`config.mk`:
```
export PLATFORM = sky130hd
export DESIGN_NAME = dff_pipe
export DESIGN_NICKNAME = d
export VERILOG_FILES = /design/src/rtl/dff_pkg.sv /design/src/rtl/dff_pipe_stage.sv /design/src/rtl/dff_pipe.sv
export SDC_FILE = /design/constraint.sdc
export NUM_CORES = 1
export LEC_CHECK = 0
export ABC_CLOCK_PERIOD_IN_PS = 4250
export CORE_UTILIZATION = 54
export CTS_BUF_LIST = sky130_fd_sc_hd__clkbuf_4 sky130_fd_sc_hd__clkbuf_8
export DETAILED_ROUTE_END_ITERATION = 10
export PLACE_DENSITY = 0.8
export SLEW_MARGIN = 20
export SYNTH_ARGS = -nofsm -noshare
export SYNTH_HDL_FRONTEND = slang
export SYNTH_SLANG_ARGS = --single-unit
```
`constraint.sdc`:
```
create_clock -name clk -period 4.25 [get_ports clk]
set_clock_uncertainty 0.05 [all_clocks]
set_input_delay 0.6375 -clock clk [delete_from_list [all_inputs] [get_ports clk]]
set_output_delay 0.6375 -clock clk [all_outputs]
set_load 0.005 [all_outputs]
```
`src/rtl/dff_pkg.sv`:
```
// Shared constants and helpers for the dff_pipe register pipeline.
//   DFF_PIPE_WIDTH / DFF_PIPE_DEPTH : default data width and stage count
//   occ_w(depth)                    : bit width needed to count 0..depth
package dff_pkg;
    localparam int DFF_PIPE_WIDTH = 16;
    localparam int DFF_PIPE_DEPTH = 4;

    function automatic int occ_w(input int depth);
        return $clog2(depth + 1);
    endfunction
endpackage

```
`src/rtl/dff_pipe_stage.sv`:
```
// One pipeline stage: a valid bit plus a WIDTH-bit data register.
//   clk, rst_n : clock, synchronous active-low reset (clears v and d)
//   i_clr      : drop the held word (v <= 0), wins over i_load
//   i_load     : take i_v / i_d on this edge
//   o_v, o_d   : held valid bit and data
module dff_pipe_stage
    import dff_pkg::*;
#(
    parameter int WIDTH = DFF_PIPE_WIDTH
) (
    input  logic             clk,
    input  logic             rst_n,
    input  logic             i_clr,
    input  logic             i_load,
    input  logic             i_v,
    input  logic [WIDTH-1:0] i_d,
    output logic             o_v,
    output logic [WIDTH-1:0] o_d
);
    logic             r_v;
    logic [WIDTH-1:0] r_d;

    always_ff @(posedge clk) begin
        if (!rst_n) begin
            r_v <= 1'b0;
            r_d <= '0;
        end else begin
            if (i_clr)
                r_v <= 1'b0;
            else if (i_load)
                r_v <= i_v;
            // data is don't-care once the valid bit is cleared, so skip the load
            if (i_load && !i_clr)
                r_d <= i_d;
        end
    end

    assign o_v = r_v;
    assign o_d = r_d;
endmodule

```
`src/rtl/dff_pipe.sv`:
```
// Handshaked register pipeline of DEPTH stages with bubble collapse and flush.
//   clk, rst_n                    : clock, synchronous active-low reset
//   in_valid, in_ready, in_data   : upstream handshake
//   out_valid, out_ready, out_data: downstream handshake (last stage)
//   flush                         : drop every held word on the next edge
//   occupancy                     : registered count of valid stages
module dff_pipe
    import dff_pkg::*;
#(
    parameter int WIDTH = DFF_PIPE_WIDTH,
    parameter int DEPTH = DFF_PIPE_DEPTH
) (
    input  logic                     clk,
    input  logic                     rst_n,
    input  logic                     in_valid,
    output logic                     in_ready,
    input  logic [WIDTH-1:0]         in_data,
    output logic                     out_valid,
    input  logic                     out_ready,
    output logic [WIDTH-1:0]         out_data,
    input  logic                     flush,
    output logic [occ_w(DEPTH)-1:0]  occupancy
);
    localparam int OW = occ_w(DEPTH);

    logic [DEPTH-1:0]            w_v;
    logic [DEPTH-1:0][WIDTH-1:0] w_d;
    logic [DEPTH-1:0]            w_adv;
    logic [DEPTH-1:0]            w_src_v;
    logic [DEPTH-1:0][WIDTH-1:0] w_src_d;
    logic [DEPTH-1:0]            w_v_nxt;
    logic [OW-1:0]               w_occ_nxt;
    logic [OW-1:0]               r_occ;

    genvar g;
    generate
        for (g = 0; g < DEPTH; g++) begin : g_stage
            // A stage advances when downstream drains or any later stage
            // holds a bubble; written flat to avoid a combinational chain.
            if (g == DEPTH - 1) begin : g_last
                assign w_adv[g] = out_ready | ~w_v[g];
            end else begin : g_mid
                assign w_adv[g] = out_ready | ~(&w_v[DEPTH-1:g+1]);
            end

            if (g == 0) begin : g_head
                assign w_src_v[g] = in_valid;
                assign w_src_d[g] = in_data;
            end else begin : g_body
                assign w_src_v[g] = w_v[g-1];
                assign w_src_d[g] = w_d[g-1];
            end

            assign w_v_nxt[g] = flush ? 1'b0 : (w_adv[g] ? w_src_v[g] : w_v[g]);

            dff_pipe_stage #(.WIDTH(WIDTH)) u_stage (
                .clk    (clk),
                .rst_n  (rst_n),
                .i_clr  (flush),
                .i_load (w_adv[g]),
                .i_v    (w_src_v[g]),
                .i_d    (w_src_d[g]),
                .o_v    (w_v[g]),
                .o_d    (w_d[g])
            );
        end
    endgenerate

    always_comb begin
        w_occ_nxt = '0;
        for (int i = 0; i < DEPTH; i++)
            w_occ_nxt = w_occ_nxt + OW'(w_v_nxt[i]);
    end

    always_ff @(posedge clk) begin
        if (!rst_n)
            r_occ <= '0;
        else
            r_occ <= w_occ_nxt;
    end

    // rst_n gate keeps upstream from seeing a handshake while in reset
    assign in_ready  = rst_n & ~flush & w_adv[0];
    assign out_valid = w_v[DEPTH-1];
    assign out_data  = w_d[DEPTH-1];
    assign occupancy = r_occ;
endmodule

```
==> impl_metrics.tcl, run 1 <==
set metrics [dict create \
    outcome "finished, final reports clean" \
    totalWireLength_um 5140 \
    grt_pass1_wl_um 8660 \
    tightest_slew_ns 0.705 \
    syn_avg_cell_area_um2 9.15 \
    layout_min_cycle_time_ns 2.89 \
    start_kind "input pin" \
    setup_viol 0 \
    io_buffers 41 \
    cp_max_fo 4 \
    synth.distinct_cells 29 \
    clockBufferDepth 2 \
    post_cts_buffers 0 \
    antenna_found_initial 0 \
    slew_headroom_pct 52.9 \
    p_leak_nw 1.25 \
    synth_seq_area_share_pct 51.4 \
    fin_util_pct 68.9 \
    cts_resized 0 \
    via_per_inst 5.38 \
    drt_first_pass_iters 4 \
    pin_count 42 \
    core_um2 4820 \
    yosys_register_bits 71 \
    rsz0062_at_grt "no" \
    areaGrowthSynthToFinish_pct 20.0 \
    post-dp-hpwl_um 3300 \
    clock_sinks 71 \
    postLayoutCellArea_um2 3320 \
    tns_ns 0 \
    start_util_pct 57.4 \
    synthesis.nets 326 \
    fmax_ghz 0.346 \
    avgRoutedWirePerCell_um 12.7 \
    ant_nets 0 \
    required_ns 4.42 \
    synth_area_um2 2760 \
    n_antenna_cell 0 \
    grt_usage_pct 21.0 \
    ir_worst_vdd_mv 0.250 \
    final_cell_mix "dfxtp_1, nand2_1, clkdlybuf4s50_1" \
    grt_overflow_total 0 \
    critPathCaptureType "flip-flop" \
    drc 0 \
    hold_violations 0 \
    vias 2168 \
    grt_max_degree 53 \
    die_y_um 73.5 \
    critPathKind "in2reg" \
    dpl_cell_area_um2 3140 \
    rows 25 \
    slew_viol_final 0 \
    nNetsFinal 356 \
    drtIter0Drc 198 \
    holdWs_ns 0.412 \
    period_share_pct 68.1 \
    yosys_warnings 0 \
    cts_hold_buf 0 \
    drive_above_1_share_pct 6.85 \
    h-tree-depth 3 \
    synthCells 302 \
    cts_buffers 9 \
    die_x_um 73.5 \
    clk_latency_ns 0.33 \
    drv_cap 0 \
    final_common_cell "dfxtp_1" \
    hold_class "reg2reg" \
    routabilityCongestion 0.804 \
    cts_root_buffer "clkbuf_8" \
    grt_pass1_vias 1971 \
    die_area_um2 5410 \
    cts_tree "built" \
    p_per_area_nw_per_um2 378 \
    path_clk_slew_ns 0.07 \
    cp_data_arrival_time_ns 3.07 \
]
[worst max-delay path, stage by stage]
cell,delay (ns)
clkdlybuf4s50_1,0.44
and4b_1,0.45
mux2i_1,0.13
or2_1,0.25
fa_1,0.53
inv_1,0.04
ha_1,0.17
ha_1,0.26
and2_1,0.15
[flip-flops by register name, summed over array words and instances (netlist names)]
| signal | count |
|---|---|
| occupancy | 3 |
| g_stage.u_stage.o_d | 64 |
| g_stage.u_stage.o_v | 4 |
[per-stage QoR]
stage / cells / setup WS (ns) / power [mW]
3_3_place_gp: 388 / 1.05 / 0.794
5_1_grt: 403 / 1.23 / 1.30
6_report: 403 / 1.36 / 1.25
3_5_place_dp: 388 / 1.01 / 0.796
4_1_cts: 403 / 1.35 / 1.26
2_1_floorplan: 302 / 1.66 / 0.765
[synthesized netlist by cell type]
library cell,count,area share [%]
a211oi_1,1,0.27
a21oi_1,34,6.2
a21oi_4,1,0.59
and2_1,3,0.68
and2b_4,1,0.36
and4b_1,1,0.36
buf_1,1,0.14
buf_12,1,0.72
buf_2,6,1.1
buf_4,1,0.27
buf_6,1,0.41
buf_8,1,0.54
clkbuf_1,15,2.0
clkinv_1,1,0.14
dfxtp_1,71,51
fa_1,1,0.72
ha_1,2,0.91
inv_1,2,0.27
inv_2,1,0.14
mux2i_1,33,12
nand2_1,50,6.8
nand2b_1,1,0.23
nand3_1,32,5.8
nand3b_1,1,0.27
nor2_1,3,0.41
nor2_8,1,0.72
nor3_1,1,0.18
o21ai_0,33,6.0
or2_1,2,0.45
[per-layer routing]
metal	track usage (%)	vias to the layer above	part of all wire, %
li1	-	1095	-
met4	8.76	0	0.95
met2	33.0	64	48
met1	26.9	1003	46
met3	6.31	6	5.0
met5	0	-	0
[area by class of cell]
class                   count  area [um2]
clock inverters             1        5.00
well taps                  67        83.8
inverters                   4        15.0
multi-input cells         201        1180
clock buffers              14         168
flip-flops and latches     71        1420
fillers                   401        1500
repair buffers             45         440
[path summary, 6_finish.rpt]
| path | from | end | slack, ns | cells past startpoint |
|---|---|---|---|---|
| setup / recovery | out_ready | occupancy[1]$_SDFF_PN0_ | 1.36 | 9 |
| hold / removal | g_stage[1].u_stage.o_d[9]$_SDFFE_PN0P_ | g_stage[1].u_stage.o_d[9]$_SDFFE_PN0P_ | 0.41 | 2 |
| setup reg to reg | g_stage[2].u_stage.o_v$_SDFF_PN0_ | occupancy[1]$_SDFF_PN0_ | 1.72 | 8 |
| hold reg to reg | g_stage[1].u_stage.o_d[9]$_SDFFE_PN0P_ | g_stage[1].u_stage.o_d[9]$_SDFFE_PN0P_ | 0.41 | 2 |
[cells by family (layout without fill, tap and decap cells)]
kind of cell / Yosys count / count (layout) / share of synthesized area (%)
and+or+nand+nor: 96 / 96 / 16.3
DFF: 71 / 71 / 51.4
AOI/OAI and AO/OA: 69 / 69 / 13.0
muxes: 33 / 33 / 12.0
buffers and inverters: 30 / 64 / 5.75
adders and majority gates: 3 / 3 / 1.63
[report_power, final]
| part | internal (mW) | leakage (nW) | switching (mW) | total (mW) |
|---|---|---|---|---|
| Combinational | 0.0422 | 0.582 | 0.0466 | 0.0888 |
| Sequential | 0.685 | 0.577 | 0.00758 | 0.693 |
| Clock | 0.250 | 0.0942 | 0.221 | 0.471 |
| Total | 0.978 | 1.25 | 0.275 | 1.25 |
(Power assumes the default switching activity.)
==> run 2, diff against run 1 <==
ABC_CLOCK_PERIOD_IN_PS = 3000   (was 4250)
clock period = 3 ns   (was 4.25 ns; I/O delays follow)
==> impl_metrics.tcl, run 2 (synthesis results as in run 1) <==
set metrics [dict create \
    outcome "finished, final reports clean" \
    slew_viol_final 0 \
    critPathKind "in2reg" \
    core_um2 4820 \
    antenna_found_initial 0 \
    fillers 426 \
    rsz0062_at_grt "no" \
    h-tree-depth 3 \
    rows 25 \
    areaGrowthSynthToFinish_pct 21.1 \
    hold_class "reg2reg" \
    post_cts_buffers 0 \
    drv_cap 0 \
    drtIter0Drc 159 \
    required_ns 3.19 \
    path_clk_slew_ns 0.07 \
    switching_share_pct 22.9 \
    finalPower_mw 1.79 \
    avgRoutedWirePerCell_um 13.2 \
    cp_max_fo 4 \
    largest_reg_flops 64 \
    slew_headroom_pct 53.7 \
    vias 2174 \
    setup_viol 0 \
    hold_violations 0 \
    layout_min_cycle_time_ns 2.61 \
    period_share_pct 86.9 \
    die_x_um 73.5 \
    tns_ns 0 \
    cts_root_buffer "clkbuf_8" \
    start_util_pct 57.4 \
    final_cell_mix "dfxtp_1, nand2_1, clkdlybuf4s50_1" \
    cts_buffers 9 \
    clk_latency_ns 0.34 \
    totalWireLength_um 5350 \
    multi_input_area_um2 1180 \
    clockBufferDepth 2 \
    cts_hold_buf 0 \
    fin_util_pct 69.5 \
    drt_first_pass_iters 4 \
    seq_power_share_pct 54.8 \
    met3_length_um 213 \
    ir_worst_vdd_mv 0.416 \
    start_kind "input pin" \
    grt_pass1_wl_um 8990 \
    p_switching_uw 409 \
    clock_sinks 71 \
    intPower_mw 1.38 \
    p_comb_share_pct 7.1 \
    holdWs_ns 0.410 \
    regToRegSetupSlack_ns 0.58 \
    fmax_ghz 0.384 \
    grt_pass1_vias 1872 \
    ant_nets 0 \
    power_frac_clock_pct 38.1 \
    post-dp-hpwl_um 3370 \
    die_y_um 73.5 \
    grt_overflow_total 0 \
    final_common_cell "dfxtp_1" \
    cts_resized 0 \
    io_buffers 41 \
    met2_length_um 2430 \
    grt_usage_pct 22.1 \
    grt_max_degree 53 \
    drc 0 \
    p_leak_nw 1.27 \
    pin_count 42 \
    cts_tree "built" \
    routabilityCongestion 0.791 \
    p_per_area_nw_per_um2 535 \
    nNetsFinal 359 \
    critPathCaptureType "flip-flop" \
    seq_area_um2 1420 \
    wl_met1_um 2610 \
    highest_layer "met4" \
    n_antenna_cell 0 \
    via_per_inst 5.34 \
    drive_above_1_share_pct 7.94 \
    tightest_slew_ns 0.693 \
    cp_data_arrival_time_ns 2.79 \
    die_area_um2 5410 \
]
## run 2: changes by cell type in the layout (fill, tap and decap cells not counted)
| cell | before | now |
|---|---|---|
| buf_4 | 4 | 7 |
| clkbuf_4 | 4 | 1 |
| clkbuf_8 | 10 | 11 |
| clkinv_2 | 1 | 4 |
## run 2: final cells by class
class	instances	area share, %
Inverter	4	0.449
Tap cell	67	2.51
Clock buffer	12	4.75
Timing Repair Buffer	48	13.8
Clock inverter	4	0.598
Multi-Input combinational cell	201	35.4
Sequential cell	71	42.5
## run 2: metrics by stage
stage | setup slack, ns | area (um2) | instances
4_1_cts | 0.402 | 3350 | 407
3_3_place_gp | 0.134 | 3170 | 391
5_1_grt | 0.281 | 3350 | 407
6_report | 0.394 | 3350 | 407
2_1_floorplan | 0.596 | 2760 | 302
3_5_place_dp | 0.0843 | 3170 | 391
## run 2: critical path, stage by stage
cell             delay (ns)
clkdlybuf4s50_1        0.45
and4b_1                0.35
mux2i_1                0.11
or2_1                  0.24
fa_1                   0.53
inv_1                  0.04
ha_1                   0.19
ha_1                   0.29
and2_1                 0.15
## run 2: power groups by stage
| stage | combinational (mW) | clock (mW) | sequential [mW] |
|---|---|---|---|
| floorplan | 0.0848 | 0 | 0.999 |
| global placement | 0.126 | 0 | 1.00 |
| detailed placement | 0.128 | 0 | 1.00 |
| CTS | 0.129 | 0.694 | 0.980 |
| global route | 0.143 | 0.738 | 0.982 |
| finish | 0.128 | 0.681 | 0.980 |
## run 2: path summary, 6_finish.rpt
path              depth (start not counted)                                     from                                       to
setup / recovery                          9                                out_ready                  occupancy[1]$_SDFF_PN0_
hold / removal                            2  g_stage[1].u_stage.o_d[10]$_SDFFE_PN0P_  g_stage[1].u_stage.o_d[10]$_SDFFE_PN0P_
setup reg to reg                          8        g_stage[2].u_stage.o_v$_SDFF_PN0_                  occupancy[1]$_SDFF_PN0_
hold reg to reg                           2  g_stage[1].u_stage.o_d[10]$_SDFFE_PN0P_  g_stage[1].u_stage.o_d[10]$_SDFFE_PN0P_
## run 2: routing by layer
metal	vias up	global-route usage (%)
met5	-	0
met3	10	5.35
met1	1006	31.9
li1	1104	-
met2	54	31.0
met4	0	10.3
==> run 3, diff against run 2 <==
ABC_AREA = 1   (was not set)
REMOVE_ABC_BUFFERS = 1   (was not set)
==> impl_metrics.tcl, run 3 <==
set metrics [dict create \
    tightest_slew_ns 0.547 \
    h-tree-depth 3 \
    ir_worst_vdd_mv 0.324 \
    fin_util_pct 68.9 \
    final_common_cell "nor2_1" \
    slowest_delay_ns 0.61 \
    synth_seq_area_share_pct 52.2 \
    n_antenna_cell 0 \
    clock_sinks 71 \
    stdcell_count 449 \
    io_buffers 41 \
    pin_count 42 \
    via_per_inst 5.04 \
    synth.most_common_cell "nor2_1" \
    core_um2 4790 \
    grt_usage_pct 21.3 \
    outcome "finished, final reports clean" \
    grt_pass1_vias 2029 \
    drive_above_1_share_pct 8.38 \
    r2r-start "g_stage[3].u_stage.o_v$_SDFF_PN0_" \
    cts_tree "built" \
    yosys_register_bits 71 \
    largest_reg_flops 64 \
    cts_hold_buf 0 \
    final_cell_mix "nor2_1, dfxtp_1, o21ai_0, clkdlybuf4s50_1, nand2_1" \
    grt_pass1_wl_um 8610 \
    p_leak_nw 1.41 \
    clk_latency_ns 0.33 \
    hold_violations 0 \
    clockBufferDepth 2 \
    synthCells 342 \
    postLayoutCellArea_um2 3300 \
    path_clk_slew_ns 0.07 \
    start_kind "input pin" \
    synth_top_area_share_pct 52.2 \
    required_ns 2.50 \
    die_area_um2 5330 \
    nNetsFinal 402 \
    path_cells "clkdlybuf4s50_1 -> inv_1 -> nand4_2 -> buf_4 -> nand2_1 -> nor2_1 -> clkdlybuf4s50_1" \
    die_x_um 73.0 \
    path_buf_inv 4 \
    p_per_area_nw_per_um2 571 \
    post_cts_buffers 0 \
    avgRoutedWirePerCell_um 10.9 \
    totalWireLength_um 4920 \
    rows 25 \
    cp-startpoint "out_ready" \
    synth_area_um2 2720 \
    slew_viol_final 0 \
    vias 2261 \
    synth.distinct_cells 21 \
    drtIter0Drc 129 \
    cp_data_arrival_time_ns 2.23 \
    rsz0062_at_grt "no" \
    met2_usage_pct 33.3 \
    start_util_pct 56.9 \
    tns_ns 0 \
    slew_headroom_pct 63.5 \
    areaGrowthSynthToFinish_pct 21.0 \
    dominantRegCellSynth "dfxtp_1" \
    synth_area_leaders "dfxtp_1, nor2_1, o21ai_0" \
    post-dp-hpwl_um 3110 \
    cp_slowest_cell "clkdlybuf4s50_1" \
    period_share_pct 90.8 \
    routabilityCongestion 0.745 \
    dp_cells 434 \
    drt_first_pass_iters 4 \
    synth_edf_count 0 \
    cpLargestDelayFamily "buffers and inverters" \
    syn_avg_cell_area_um2 7.96 \
    setup_viol 0 \
    layout_min_cycle_time_ns 2.73 \
    grt_overflow_total 0 \
    yosys_warnings 0 \
    fmax_ghz 0.367 \
    async_flop_share_pct 0 \
    met3_usage_pct 6.22 \
    worstHoldStart "rst_n" \
    dpl_cell_area_um2 3130 \
    grt_max_degree 68 \
    synthTopCellsByCount "nor2_1, dfxtp_1, o21ai_0, nand2_1, a21oi_1" \
    antenna_found_initial 0 \
    cp_max_fo 33 \
    drc 0 \
    cts_resized 0 \
    ant_nets 0 \
    critPathCaptureType "output port" \
    cts_buffers 9 \
    grt_busiest_layer "met2" \
    cpMostUsedCell "clkdlybuf4s50_1" \
    holdWs_ns 0.380 \
    synth_top_cell_by_area "dfxtp_1" \
    critPathKind "in2out" \
    hold_class "in2reg" \
    use_met1_pct 26.3 \
    die_y_um 73.0 \
    cts_root_buffer "clkbuf_8" \
    drv_cap 0 \
]
-- run 3: cell types whose count changed after synthesis, moves of 15 or more --
cell / previous run / this run
nand3_1: 32 / 1
nor3_1: 1 / 16
nor2_1: 3 / 101
nand3b_1: 1 / 16
a21oi_1: 34 / 17
mux2i_1: 33 / 0
nand2_1: 50 / 28
-- run 3: per-stage QoR --
step | setup WS [ns] | power, mW
floorplan | 0.527 | 1.15
global placement | 0.317 | 1.24
detailed placement | 0.272 | 1.25
CTS | 0.285 | 1.90
global route | 0.160 | 1.97
finish | 0.275 | 1.88
-- run 3: tightest hold or removal path: stages --
cell and delay, ns:
buf_2 0.09, inv_1 0.09, nor2_1 0.10
-- run 3: area by class of cell --
type | count | area [um2]
flip-flops and latches | 71 | 1420
fillers | 402 | 1490
inverters | 10 | 37.5
repair buffers | 49 | 465
clock buffers | 11 | 145
well taps | 67 | 83.8
multi-input cells | 237 | 1120
clock inverters | 4 | 22.5
-- run 3: per-layer routing --
layer | wire [um] | up-vias
li1 | - | 1176
met1 | 2360 | 1023
met2 | 2260 | 50
met3 | 193 | 12
met4 | 109 | 0
met5 | 0 | -
-- run 3: power by group --
part	internal [mW]	switching [mW]
Clock	0.323	0.332
Combinational	0.101	0.0970
Sequential	1.00	0.0274
-- run 3: worst paths after layout --
kind	endpoint	slack [ns]	depth (start not counted)
max reg2reg	occupancy[1]$_SDFF_PN0_	0.84	11
max	in_ready	0.27	7
min	g_stage[1].u_stage.o_v$_SDFF_PN0_	0.38	3
min reg2reg	g_stage[2].u_stage.o_d[5]$_SDFFE_PN0P_	0.43	2
-- run 3: logic make-up after synthesis --
group | share of synthesized area, %
AND/OR/NAND/NOR | 26.8
flip-flops | 52.2
AO/OA/AOI/OAI | 12.6
buffers and inverters | 6.66
adder cells (fa/ha/maj) | 1.65
==> patch: new RTL, settings of run 3 <==
Set the package constant `DFF_PIPE_WIDTH` to 14 (it was 16).
--- a/src/rtl/dff_pkg.sv
+++ b/src/rtl/dff_pkg.sv
@@ -4,3 +4,3 @@
 package dff_pkg;
-    localparam int DFF_PIPE_WIDTH = 16;
+    localparam int DFF_PIPE_WIDTH = 14;
     localparam int DFF_PIPE_DEPTH = 4;
Ports: changed (resized in_data and out_data); port bits go from 42 to 38. No check against the original RTL was run, so the function may have changed too.
==> patch against run 3 <==
- total power fell by 8.6%
- core utilization down 1.0 points
- routed wire length is 12% lower
- final area decreased by 10%
- final cell count is 12% lower
- first-iteration DRC count grew 23%
- count of clock-buffer cells in the layout grew 2
- sequential cell count fell by 8
- area after synthesis decreased by 11%
- setup slack got worse by 0.050 ns
- register-to-register slack improved by 0.02 ns
- critical endpoint unchanged
- highest routed layer unchanged
==> patch: results (changes against run 3) <==
[outcome]
status = completed  ; unchanged

[pwr]
peakVddDrop_v = 0.000308  ; was 0.000324 V
power_leakage_nw = 1.27  ; was 1.41 nW

[routing]
wl_um = 4340  ; was 4920 um
routed_via_density = 5.04  ; about the same
drc = 0  ; unchanged
drtIter0Drc = 159  ; was 129
drtPass1Iterations = 5  ; was 4

[synth]
netlist_top_cells_count = nor2_1 (89), dfxtp_1 (63), o21ai_0 (37)  ; was nor2_1 (101), dfxtp_1 (71), o21ai_0 (40)
ys_types = 23  ; was 21
ys_seq_area_share_pct = 51.8  ; was 52.2%
synth-main-ff-cell = dfxtp_1  ; unchanged
yosys-top-cells-area = dfxtp_1 (52%), nor2_1 (14%), o21ai_0 (7.6%)  ; was dfxtp_1 (52%), nor2_1 (14%), o21ai_0 (7.4%)
synthArstFlopShare_pct = 0  ; unchanged
yosys_warnings = 0  ; unchanged

[clock_tree]
cts_made_buffers = 9  ; unchanged
worstSkewPairLatency_ns = 0.32
cts_max_level = 3  ; unchanged
max-clock-path-buffers = 2  ; unchanged
cts_resized = 0  ; unchanged
root_buffer = clkbuf_8  ; unchanged
post_cts_buffers = 0  ; unchanged

[placed_design]
routabilityCongestion = 0.759  ; was 0.745
dpl_cell_area_mm2 = 0.00278  ; was 0.00313 mm2
place_hpwl_um = 2720  ; was 3110 um
place.port_buffers = 37  ; was 41

[sta]
slew_headroom_pct = 68.2  ; was 63.5%

[grt]
antenna_found_initial = 0  ; unchanged
grt_max_degree = 60  ; was 68
track_usage_pct = 19.6  ; was 21.3%
grt_pass1_vias = 1671  ; was 2,029
grt_pass1_wl_um = 7390  ; was 8610 um

[layout]
largest_reg_flops = 56  ; was 64
final_nets = 361  ; was 402
drive_gt1_share_pct = 7.60  ; was 8.38%
fillers = 380  ; was 402

[critical_path]
path_max_fanout = 27  ; was 33
critPathSlowestCell = clkdlybuf4s50_1  ; unchanged
cpPeakStageDelay_ns = 0.62
arrival_ns = 2.27  ; was 2.23 ns

[hold_path]
hp-class = flop to flop  ; was input port to flop

-- patch: power breakdown --
| group | leakage [nW] | internal [mW] | total [mW] | switching (mW) |
|---|---|---|---|---|
| combinational | 0.656 | 0.0899 | 0.175 | 0.0853 |
| clock | 0.0922 | 0.353 | 0.632 | 0.279 |
| sequential | 0.520 | 0.888 | 0.913 | 0.0243 |
| total | 1.27 | 1.33 | 1.72 | 0.389 |
-- patch: routing by layer --
layer  up-vias  share of wire [%]  wire length, um  global-route usage (%)
li1       1053                  -                -                       -
met1       865                 47             2060                    24.1
met2        59                 45             1970                    30.9
met3        10                4.9              212                    4.53
met4         0                2.2               97                    12.5
met5         -                  0                0                       0
-- patch: critical path, delay by kind of cell --
kind	cells	cell delay, ns
and+or+nand+nor	3	0.33
buffers and inverters	4	1.49
-- patch: cell type report --
class | instances | area, um2 | share of cell area (%)
Inverter | 10 | 40.0 | 1.36
Clock inverter | 1 | 5.00 | 0.169
Tap cell | 52 | 65.1 | 2.20
Clock buffer | 13 | 166 | 5.63
Sequential cell | 63 | 1260 | 42.7
Timing Repair Buffer | 44 | 423 | 14.3
Multi-Input combinational cell | 211 | 993 | 33.6
-- patch: per-stage QoR --
step / setup WS (ns) / std cells
detailed placement: 0.239 / 380
floorplan: 0.322 / 284
global route: 0.0908 / 394
CTS: 0.234 / 394
global placement: 0.282 / 380
finish: 0.225 / 394
-- patch: cell families (layout without fill, tap and decap cells) --
family	Yosys count	after routing	synth area share [%]
buf+inv	32	68	7.45
fa+ha+maj	3	3	1.85
simple gates	148	148	26.5
compound gates	60	60	12.5
flops	63	63	51.8
-- patch: worst paths after layout --
check	endpoint	slack, ns	startpoint	cells past startpoint
min	g_stage[3].u_stage.o_d[9]	0.43	g_stage[3].u_stage.o_d[9]	2
max	in_ready	0.23	out_ready	7
min reg2reg	g_stage[3].u_stage.o_d[9]	0.43	g_stage[3].u_stage.o_d[9]	2
max reg2reg	occupancy[1]	0.86	g_stage[3].u_stage.o_v	11
